$ cat config.mk
export PLATFORM = sky130hd
export DESIGN_NAME = crc8_frame_append
export DESIGN_NICKNAME = d
export VERILOG_FILES = /design/src/rtl/crc8_pkg.sv /design/src/rtl/crc8_byte_next.sv /design/src/rtl/crc8_frame_append.sv
export SDC_FILE = /design/constraint.sdc
export NUM_CORES = 1
export LEC_CHECK = 0
export CORE_AREA = 2 2 60 62
export CTS_BUF_LIST = sky130_fd_sc_hd__clkbuf_8
export DETAILED_ROUTE_END_ITERATION = 6
export DIE_AREA = 0 0 62 64
export GPL_ROUTABILITY_DRIVEN = 1
export HOLD_SLACK_MARGIN = 0.02
export PLACE_DENSITY = 0.95
export SYNTH_ARGS = -nofsm -noshare
export SYNTH_HDL_FRONTEND = slang
export SYNTH_SLANG_ARGS = --single-unit
$ cat constraint.sdc
create_clock -name clk -period 5.2 [get_ports clk]
set_input_delay 1.56 -clock clk [delete_from_list [all_inputs] [get_ports clk]]
set_output_delay 1.56 -clock clk [all_outputs]
set_load 0.02 [all_outputs]
$ cat src/rtl/crc8_pkg.sv
// Shared CRC-8 constants and framer state encoding, used by both the
// transmit framer and the receive-side checker.
package crc8_pkg;

   localparam logic [7:0] CRC8_POLY_DEFAULT = 8'h07;
   localparam logic [7:0] CRC8_INIT_DEFAULT = 8'h00;

   typedef enum logic {
      ST_DATA = 1'b0,
      ST_CRC  = 1'b1
   } crc8_state_e;

endpackage

$ cat src/rtl/crc8_byte_next.sv
// One-byte CRC-8 update, MSB-first, no reflection; bit-exact with the
// parallel 8-bit CRC engine.
module crc8_byte_next #(
   parameter logic [7:0] POLY = 8'h07
) (
   input  logic [7:0] crc_in,
   input  logic [7:0] data,
   output logic [7:0] crc_out
);

   logic [7:0] c;

   always_comb begin
      c = crc_in ^ data;
      for (int i = 0; i < 8; i++) begin
         c = c[7] ? ((c << 1) ^ POLY) : (c << 1);
      end
      crc_out = c;
   end

endmodule

$ cat src/rtl/crc8_frame_append.sv
// Forwards payload bytes through a registered output slot and appends the
// running CRC-8 as one extra byte after each frame's last payload byte.
module crc8_frame_append
   import crc8_pkg::*;
#(
   parameter logic [7:0] POLY  = CRC8_POLY_DEFAULT,
   parameter logic [7:0] INIT  = CRC8_INIT_DEFAULT,
   parameter int         CNT_W = 16
) (
   input  logic             clk,
   input  logic             rst,
   input  logic [7:0]       s_data,
   input  logic             s_valid,
   input  logic             s_last,
   output logic             s_ready,
   output logic [7:0]       m_data,
   output logic             m_valid,
   output logic             m_last,
   input  logic             m_ready,
   output logic [CNT_W-1:0] frame_cnt
);

   crc8_state_e      state_q, state_d;
   logic [7:0]       crc_q, crc_d;
   logic [CNT_W-1:0] frame_cnt_q, frame_cnt_d;
   logic [7:0]       m_data_q, m_data_d;
   logic             m_valid_q, m_valid_d;
   logic             m_last_q, m_last_d;
   logic [7:0]       crc_upd;
   logic             slot_free;
   logic             accept;

   crc8_byte_next #(.POLY(POLY)) u_crc_next (
      .crc_in (crc_q),
      .data   (s_data),
      .crc_out(crc_upd)
   );

   // The slot can take a new byte whenever it is empty or draining this cycle.
   assign slot_free = !m_valid_q || m_ready;
   assign s_ready   = (state_q == ST_DATA) && slot_free;
   assign accept    = s_valid && s_ready;

   always_ff @(posedge clk) begin
      if (rst) begin
         state_q <= ST_DATA;
      end else begin
         state_q <= state_d;
      end
   end

   always_comb begin
      state_d = state_q;
      case (state_q)
         ST_DATA: if (accept && s_last) state_d = ST_CRC;
         ST_CRC:  if (slot_free)        state_d = ST_DATA;
         default: state_d = ST_DATA;
      endcase
   end

   always_comb begin
      crc_d       = crc_q;
      frame_cnt_d = frame_cnt_q;
      m_data_d    = m_data_q;
      m_last_d    = m_last_q;
      m_valid_d   = m_valid_q && !m_ready;
      case (state_q)
         ST_DATA: begin
            if (accept) begin
               m_data_d  = s_data;
               m_valid_d = 1'b1;
               m_last_d  = 1'b0;
               crc_d     = crc_upd;
            end
         end
         ST_CRC: begin
            if (slot_free) begin
               m_data_d    = crc_q;
               m_valid_d   = 1'b1;
               m_last_d    = 1'b1;
               crc_d       = INIT;
               frame_cnt_d = frame_cnt_q + CNT_W'(1);
            end
         end
         default: ;
      endcase
   end

   always_ff @(posedge clk) begin
      if (rst) begin
         crc_q       <= INIT;
         frame_cnt_q <= '0;
         m_data_q    <= 8'h00;
         m_valid_q   <= 1'b0;
         m_last_q    <= 1'b0;
      end else begin
         crc_q       <= crc_d;
         frame_cnt_q <= frame_cnt_d;
         m_data_q    <= m_data_d;
         m_valid_q   <= m_valid_d;
         m_last_q    <= m_last_d;
      end
   end

   assign m_data    = m_data_q;
   assign m_valid   = m_valid_q;
   assign m_last    = m_last_q;
   assign frame_cnt = frame_cnt_q;

endmodule
== Word level (Yosys, flattened, before mapping) ==
Cells that the tools add are included.

* Flip-flop bits (word level): 35
* Bits in latches: 0
* Bits in writable memories: 0
* Bits in read-only memories: 0
* Bits of input ports: 13
* Output and inout port bits: 27
* Logic and storage cells: 51
* Memories kept: 0

* Add/sub/neg operators: 1
* Multiply operators: 0
* Div/mod/pow operators: 0
* Magnitude comparators: 0
* Equality and inequality tests: 2
* Shift operators: 0
* Multiplexer cells: 23
* Bitwise logic cells: 10
* Reductions and logical operators: 9

{| class="wikitable"
|+ Operators by type and width
! cell !! count
|-
| 8-bit 2-to-1 mux || 4
|-
| 8-bit one-hot mux with 2 select lines || 2
|-
| 3-bit 2-to-1 mux || 8
|-
| 3-bit inverter || 8
|-
| 16-bit by 1-bit adder with 16-bit output (second input constant) || 1
|-
| 8-bit bitwise XOR || 1
|-
| 1-bit 2-to-1 mux || 6
|-
| 1-bit one-hot mux with 2 select lines || 3
|-
| 1-bit logical AND || 4
|-
| 2-bit AND reduction || 2
|-
| 1-bit zero test || 2
|-
| 2-bit by 1-bit inequality test with 1-bit output (second input constant) || 1
|-
| 2-bit inequality test (second input constant) || 1
|-
| 1-bit logical OR || 1
|-
| 1-bit inverter || 1
|}

== Depth between registers and ports, before layout ==
Gate-level depths: netlist of run 1.

* Depth in word-level cells: 19
* Depth in mapped cells: 6
* Gate-level depth less buffers: 5

== Hierarchy ==
From an unflattened synthesis of run 1, not the netlist that was laid out.

* Cells, all modules: 193
* Area total of the unflattened synthesis: 1707.9 µm²

{| class="wikitable"
|+ By module, submodules not included
! module !! times used !! cells an instance !! area each (µm²) !! seq. area each (µm²)
|-
| crc8_frame_append || 1 || 173 || 1495.2 || 700.7
|-
| crc8_byte_next || 1 || 20 || 212.7 || 0.0
|}

== Worst setup path after synthesis of run 1 ==
No wires, ideal clock.

* Path type: input-to-output
* Start point: input port m_ready
* End point: output port s_ready
* Data arrival time: 1985 ps
* Required time: 3640 ps
* Path slack: 1655 ps
* Stages: 3
* Buffers on the path: 1
* Path through: nor2b_4 > buf_6 > nor2_1

* Cells in the longest elaborated chain, start to end: 2

{| class="wikitable"
|+ Ends and longest elaborated chain
! element !! RTL line !! RTL
|-
| from (decl) || crc8_frame_append.sv:19 || <nowiki>input logic m_ready,</nowiki>
|-
| 1-bit logical OR || crc8_frame_append.sv:40 || <nowiki>assign slot_free = !m_valid_q || m_ready;</nowiki>
|-
| 1-bit logical AND || crc8_frame_append.sv:41 || <nowiki>assign s_ready = (state_q == ST_DATA) && slot_free;</nowiki>
|-
| to (decl) || crc8_frame_append.sv:15 || <nowiki>output logic s_ready,</nowiki>
|}

Every way passes these cells.

== Worst setup path after layout of run 1 ==
Same ends and word-level chain as after synthesis.

==> results.md, run 1 <==
- Crit path max-delay family: buffers and inverters
- Critical Path RT: 3640 ps
- Crit path top cell by count: clkdlybuf4s50_1
- Mapped cell area: 1808 sq um
- Startpoint types: input port
- Detailed Route Iter0 Violations: 53
- Outcome: finished clean
- Cell variety after synth: 36
- # H-tree levels: 2
- Worst-case clock skew: 6.221 ps
- CTS max path bufs: 2
- Routed Antenna Nets: 0
- Ratio of cells with drive above 1 in the final layout: 5.263%
- Pre-CTS WS: 759.8 ps
- Slowest cell delay on critical path: 560 ps
- Number of setup buffers added after CTS: 0
- Final-report max-slew violation count: 0
- Drt wl/cell: 14.03 microns
- Synthesized Nets: 206
- Largest net degree at the start of global routing: 36
- Cells after synthesis: 192
- Via count of the routed design: 1510
- Crit-path max FO: 10
- Cell Chain, Critical Path: clkdlybuf4s50_1, nor2b_4, nor2_1, clkdlybuf4s50_1
- Top-area cell type share of the netlist area: 38.75%
- Crit path kind: input port to output port
- Final Critical Period: 4444 ps
- Initial Util: 55.05%
- Main synth FF type: dfxtp_1
- Hold WS: 457.7 ps
- Count leader, synth: dfxtp_1
- CTS Root Cell: clkbuf_8
- Hold Crit Class: flip-flop to flip-flop
- Remaining global-route overflow: 0
- First-pass GRT wire length: 6541 microns
- Core Region: 3284 sq um
- Crit path DAT: 2880 ps
- Final Core Density: 70.74%
- FFs w/ async S/R, synth: 0%
- CP Capture Type: output port
- Buffers on Ports: 39
- # hold bufs at CTS: 0
- Period utilisation layout: 85.45%
- Net count, final: 241
- DR pass1 iterations: 4
- Final Hold Viols: 0
- Fin Setup TNS: 0 ps
- Post-DP HPWL: 2646 microns
- Final WS setup: 756.5 ps
- Initial antenna violation count: 0
- Ys Warns: 0
- Mapped Avg Cell Area: 9.417 sq um
- P&R area growth vs syn: 28.51%
- Pleak: 0.8366 nW
- Vias in the first global route: 1494
- DR vias/cell: 5.511
- Layout filler cell count: 246
- Slowest cell on crit path: clkdlybuf4s50_1
- Post-route DRC: 0
- Total power per unit cell area: 354.5 nW/um^2
- Slew HR: 30.34%
- Rows: 21
- #FFs+latches synth: 35
- Max Clk Rate: 0.2250 GHz
- Top post-synthesis cells by count: dfxtp_1 (35), nor2_1 (23), a21oi_1 (14), xnor2_1 (14), or3_1 (12)
- Die Y: 64 microns
- Total Routing Usage GR: 22.46%
- GP Congestion: 0.8134
- Maxcap violations: 0
- Die X: 62 microns
- Cell taking the most area after synthesis: dfxtp_1
- Seq/Total Area, Yosys: 38.75%
- RSZ-0062 raised after global routing: false
- EDFF count, synth: 0
- Least-Margin Pin Slew: 1041 ps
- WL final: 3844 microns
- Clock latency on the worst-skew pair: 300 ps
- Synth top area cells: dfxtp_1 (39%), xnor3_1 (7.5%), xnor2_1 (6.8%), nor2_1 (4.8%), mux2i_1 (4.4%)
- R2r setup slk: 2910 ps
- Clock transition at the registers of the reported paths: 70 ps
- Clock Sinks: 35
- Final Setup Violations: 0
- Num CTS Buffers: 5
- TritonCTS clock tree: done
- IO Pins: 40
- Number of buffers and inverters on the critical path: 2
- Diode count: 0
- Post-cts sizing count: 0
- Die ar.: 3968 sq um
- Peak supply drop: 0.1900 mV
kinds of logic (layout without fill, tap and decap cells):
kind of cell	after synthesis	in the layout	synth area share [%]
adders and majority gates	1	1	0.6919
and+or+nand+nor	68	68	19.31
muxes	8	8	4.429
xor gates and xnor gates	25	25	19.17
DFF	35	35	38.75
buffers and inverters	15	51	3.806
AOI/OAI and AO/OA	40	40	13.84
per-stage QoR:
step / power [mW] / std cells / instance area (sq um)
finish: 0.8236 / 274 / 2323
global route: 0.8656 / 274 / 2323
CTS: 0.8274 / 274 / 2323
detailed placement: 0.5714 / 266 / 2206
global placement: 0.5597 / 266 / 2206
floorplan: 0.5150 / 192 / 1808
cell type report:
| cell class | count | area (sq um) | area share, % |
|---|---|---|---|
| clock buffer | 6 | 82.58 | 3.554 |
| clock inverter | 2 | 35.03 | 1.508 |
| inverter | 3 | 11.26 | 0.4847 |
| multi-input combinational | 142 | 1039 | 44.70 |
| sequential | 35 | 700.7 | 30.16 |
| tap | 46 | 57.56 | 2.477 |
| timing repair buffer | 40 | 397.9 | 17.12 |
final timing paths:
check                      start                endpoint  depth (start not counted)
max                      m_ready                 s_ready                          4
min          m_last$_SDFFE_PP0P_     m_last$_SDFFE_PP0P_                          2
max reg2reg   state_q$_SDFF_PP0_  m_data[0]$_SDFFE_PP0P_                          4
min reg2reg  m_last$_SDFFE_PP0P_     m_last$_SDFFE_PP0P_                          2
per-layer routing:
layer / up-vias / GRT usage [%] / wire (microns)
li1: 756 / - / -
met1: 714 / 25.03 / 1614
met2: 33 / 38.02 / 1990
met3: 7 / 5.061 / 144
met4: 0 / 11.97 / 94
met5: - / 0 / 0
state kept, by name, summed over array words and instances, names as in the netlist:
name	cells
crc_q	8
frame_cnt	16
m_data	8
m_last	1
m_valid	1
state_q	1
placed cells by master (no fill, tap or decap), drive strengths merged, types with 4 or more instances in the layout:
master | synthesis | routed
a211oi | 8 | 8
a21oi | 14 | 14
a22oi | 4 | 4
clkbuf | 9 | 6
clkdlybuf4s50 | 0 | 39
dfxtp | 35 | 35
mux2i | 8 | 8
nand2 | 11 | 11
nand3 | 6 | 6
nor2 | 23 | 23
o21ai | 7 | 7
or3 | 12 | 12
xnor2 | 14 | 14
xnor3 | 6 | 6
report_power, final:
group / switching, mW / internal (mW)
clock: 0.100 / 0.155
combinational: 0.0978 / 0.149
sequential: 0.0276 / 0.294
total: 0.226 / 0.598
worst min-delay path, stage by stage, from the launching register on:
cell	delay, ps
dfxtp_1	310
nand2_1	50
a21oi_1	50
Note: power is estimated with default switching activity, not from simulation.
==> inputs of run 2 (changes only) <==
- GPL_ROUTABILITY_DRIVEN: 1 -> 0
==> results of run 2 <==
No change in the layout: final DEF, timing and power equal those of run 1.
==> inputs of run 3 (changes only) <==
- RECOVER_POWER: not set -> 100
==> results.md, run 3 (synthesis results as in run 1) <==
- Clock latency on the worst-skew pair: 300 ps (about the same)
- Switch Pwr: 0.2255 mW (about the same)
- CTS max path bufs: 2 (unchanged)
- Cell Chain, Critical Path: dlygate4sd3_1, nor2b_4, nor2_1, dlygate4sd3_1
- Max reg flops: 16 (unchanged)
- Crit-path max FO: 10 (unchanged)
- Final WS setup: 525.4 ps (-231.1 ps)
- Fin Setup TNS: 0 ps (unchanged)
- Commonest non-fill, non-tap cell in the layout: dfxtp_1
- Drt wl/cell: 14.03 microns (about the same)
- Number of buffers and inverters on the critical path: 2 (unchanged)
- Routed Antenna Nets: 0 (unchanged)
- RSZ-0062 raised after global routing: false
- Clk network pwr share: 31.1% (about the same)
- Cell area after layout: 2320 sq um (-0.16%)
- Comb pwr share: 29.7% (-0.3 points)
- Switching Share: 27.49% (+0.094 points)
- Ratio of cells with drive above 1 in the final layout: 4.825% (-0.44 points)
- Least-Margin Pin Slew: 1477 ps (+436.1 ps)
- Final Critical Period: 4675 ps (+231.1 ps)
- R2r setup slk: 2870 ps (-40 ps)
- Final-report max-slew violation count: 0 (unchanged)
- Buffers on Ports: 39 (unchanged)
- Crit path max-delay family: buffers and inverters
- Die Y: 64 microns (unchanged)
- WL final: 3843 microns (about the same)
- Via count of the routed design: 1528 (+1.2%)
- Final Hold Viols: 0 (unchanged)
- Hold Crit Class: flip-flop to flip-flop
- Startpoint types: input port
- Vias in the first global route: 1494 (unchanged)
- Worst-case clock skew: 5.873 ps (-0.3489 ps)
- Most frequent cells in the layout: dfxtp_1 (35), dlygate4sd3_1 (29), nor2_1 (23)
- First-pass GRT wire length: 6541 microns (unchanged)
- Critical Path RT: 3640 ps (about the same)
- IO Pins: 40 (unchanged)
- Num CTS Buffers: 5 (unchanged)
- Crit path DAT: 3110 ps (+230 ps)
- Initial antenna violation count: 0 (unchanged)
- Part of the power in registers: 39.2% (+0.2 points)
- Die ar.: 3968 sq um (unchanged)
- Placed cell area: 2206 sq um (unchanged)
- Total Routing Usage GR: 22.46% (unchanged)
- Core Region: 3284 sq um (unchanged)
- Post-route DRC: 0 (unchanged)
- CTS Root Cell: clkbuf_8
- Pint: 0.5947 mW (-0.55%)
- Pleak: 0.9108 nW (+8.9%)
- Initial Util: 55.05% (unchanged)
- Crit path top cell by count: dlygate4sd3_1
- Period utilisation layout: 89.90% (+4.4 points)
- Layout filler cell count: 248 (+0.81%)
- Post-DP HPWL: 2646 microns (unchanged)
- Net count, final: 241 (unchanged)
- Instance count on the critical path: 4 (unchanged)
- Reg-to-reg critical path startpoint: state_q$_SDFF_PP0_
- Clock Sinks: 35 (unchanged)
- R2R depth: 4 (unchanged)
- CP Capture Type: output port
- Rows: 21 (unchanged)
- Critical Path Sink: s_ready
- DR pass1 iterations: 4 (unchanged)
- DR vias/cell: 5.577 (+1.2%)
- Outcome: finished clean
- Maxcap violations: 0 (unchanged)
- Pre-CTS WS: 759.8 ps (unchanged)
- # hold bufs at CTS: 0 (unchanged)
- Clock transition at the registers of the reported paths: 70 ps (about the same)
- P&R area growth vs syn: 28.30%
- Post-cts sizing count: 0 (unchanged)
- Detailed Route Iter0 Violations: 52 (-1.9%)
- Number of setup buffers added after CTS: 0 (unchanged)
- Total power per unit cell area: 353.6 nW/um^2 (-0.26%)
- Max Clk Rate: 0.2139 GHz (-4.9%)
- Slew HR: 1.516% (-29 points)
- Reg-to-Reg End: m_data[0]$_SDFFE_PP0P_
- Remaining global-route overflow: 0 (unchanged)
- Critical Path Start: m_ready
- Slowest cell on crit path: dlygate4sd3_1
- Crit path kind: input port to output port
- TritonCTS clock tree: done
- # H-tree levels: 2 (unchanged)
- Diode count: 0 (unchanged)
- Slowest cell delay on critical path: 680 ps (+120 ps)
- Die X: 62 microns (unchanged)
- Largest net degree at the start of global routing: 36 (unchanged)
- Peak supply drop: 0.1898 mV (-0.14%)
- Final Setup Violations: 0 (unchanged)
-- run 3: changes by cell type in the layout (fill, tap and decap cells not counted), sizes merged --
| cell | previous run | this run |
|---|---|---|
| dlygate4sd3 | 0 | 29 |
| buf | 1 | 0 |
| clkdlybuf4s50 | 39 | 10 |
| clkbuf | 6 | 7 |
-- run 3: how the worst min path moves through the flow --
stage                                from                         end  slack (ps)  cells after the start
3_5_place_dp          m_last$_SDFFE_PP0P_         m_last$_SDFFE_PP0P_         450                      2
4_1_cts               m_last$_SDFFE_PP0P_         m_last$_SDFFE_PP0P_         460                      2
3_3_place_gp          m_last$_SDFFE_PP0P_         m_last$_SDFFE_PP0P_         460                      2
5_1_grt        frame_cnt[15]$_SDFFE_PP0P_  frame_cnt[15]$_SDFFE_PP0P_         500                      2
2_1_floorplan       crc_q[2]$_SDFFE_PP0P_       crc_q[2]$_SDFFE_PP0P_         480                      2
6_report              m_last$_SDFFE_PP0P_         m_last$_SDFFE_PP0P_         450                      2
-- run 3: routing by layer --
metal / GRT usage, % / routed length [microns] / vias to the layer above / share of wire [%]
li1: - / - / 758 / -
met1: 25.03 / 1597 / 725 / 42
met2: 38.02 / 1988 / 38 / 52
met3: 5.061 / 163 / 7 / 4.2
met4: 11.97 / 94 / 0 / 2.4
met5: 0 / 0 / - / 0
-- run 3: final cells by class --
| class | count | area, sq um | area share, % |
|---|---|---|---|
| inverter | 3 | 11.26 | 0.4854 |
| tap | 46 | 57.56 | 2.481 |
| sequential | 35 | 700.7 | 30.21 |
| clock buffer | 6 | 82.58 | 3.560 |
| multi-input combinational | 142 | 1039 | 44.77 |
| timing repair buffer | 40 | 394.1 | 16.99 |
| clock inverter | 2 | 35.03 | 1.510 |
-- run 3: per-stage QoR --
step | util, % | cells | power (mW) | hold WS, ps
after floorplan | - | 192 | 0.5150 | 480.6
after global placement | 67.16 | 266 | 0.5597 | 464.2
after detailed placement | 67.16 | 266 | 0.5714 | 449.0
after CTS | 70.74 | 274 | 0.8274 | 459.2
after global routing | 70.63 | 274 | 0.8620 | 501.2
final | 70.63 | 274 | 0.8202 | 453.2
-- run 3: power by group through the flow --
stage	combinational, mW	sequential [mW]	clock [mW]
5_1_grt	0.264	0.326	0.272
4_1_cts	0.247	0.321	0.259
3_3_place_gp	0.235	0.325	0
6_report	0.244	0.321	0.255
2_1_floorplan	0.187	0.328	0
3_5_place_dp	0.245	0.327	0
-- run 3: tightest hold or removal path: stages (launching register included) --
cell and delay [ps]:
dfxtp_1 310, nand2_1 50, a21oi_1 50
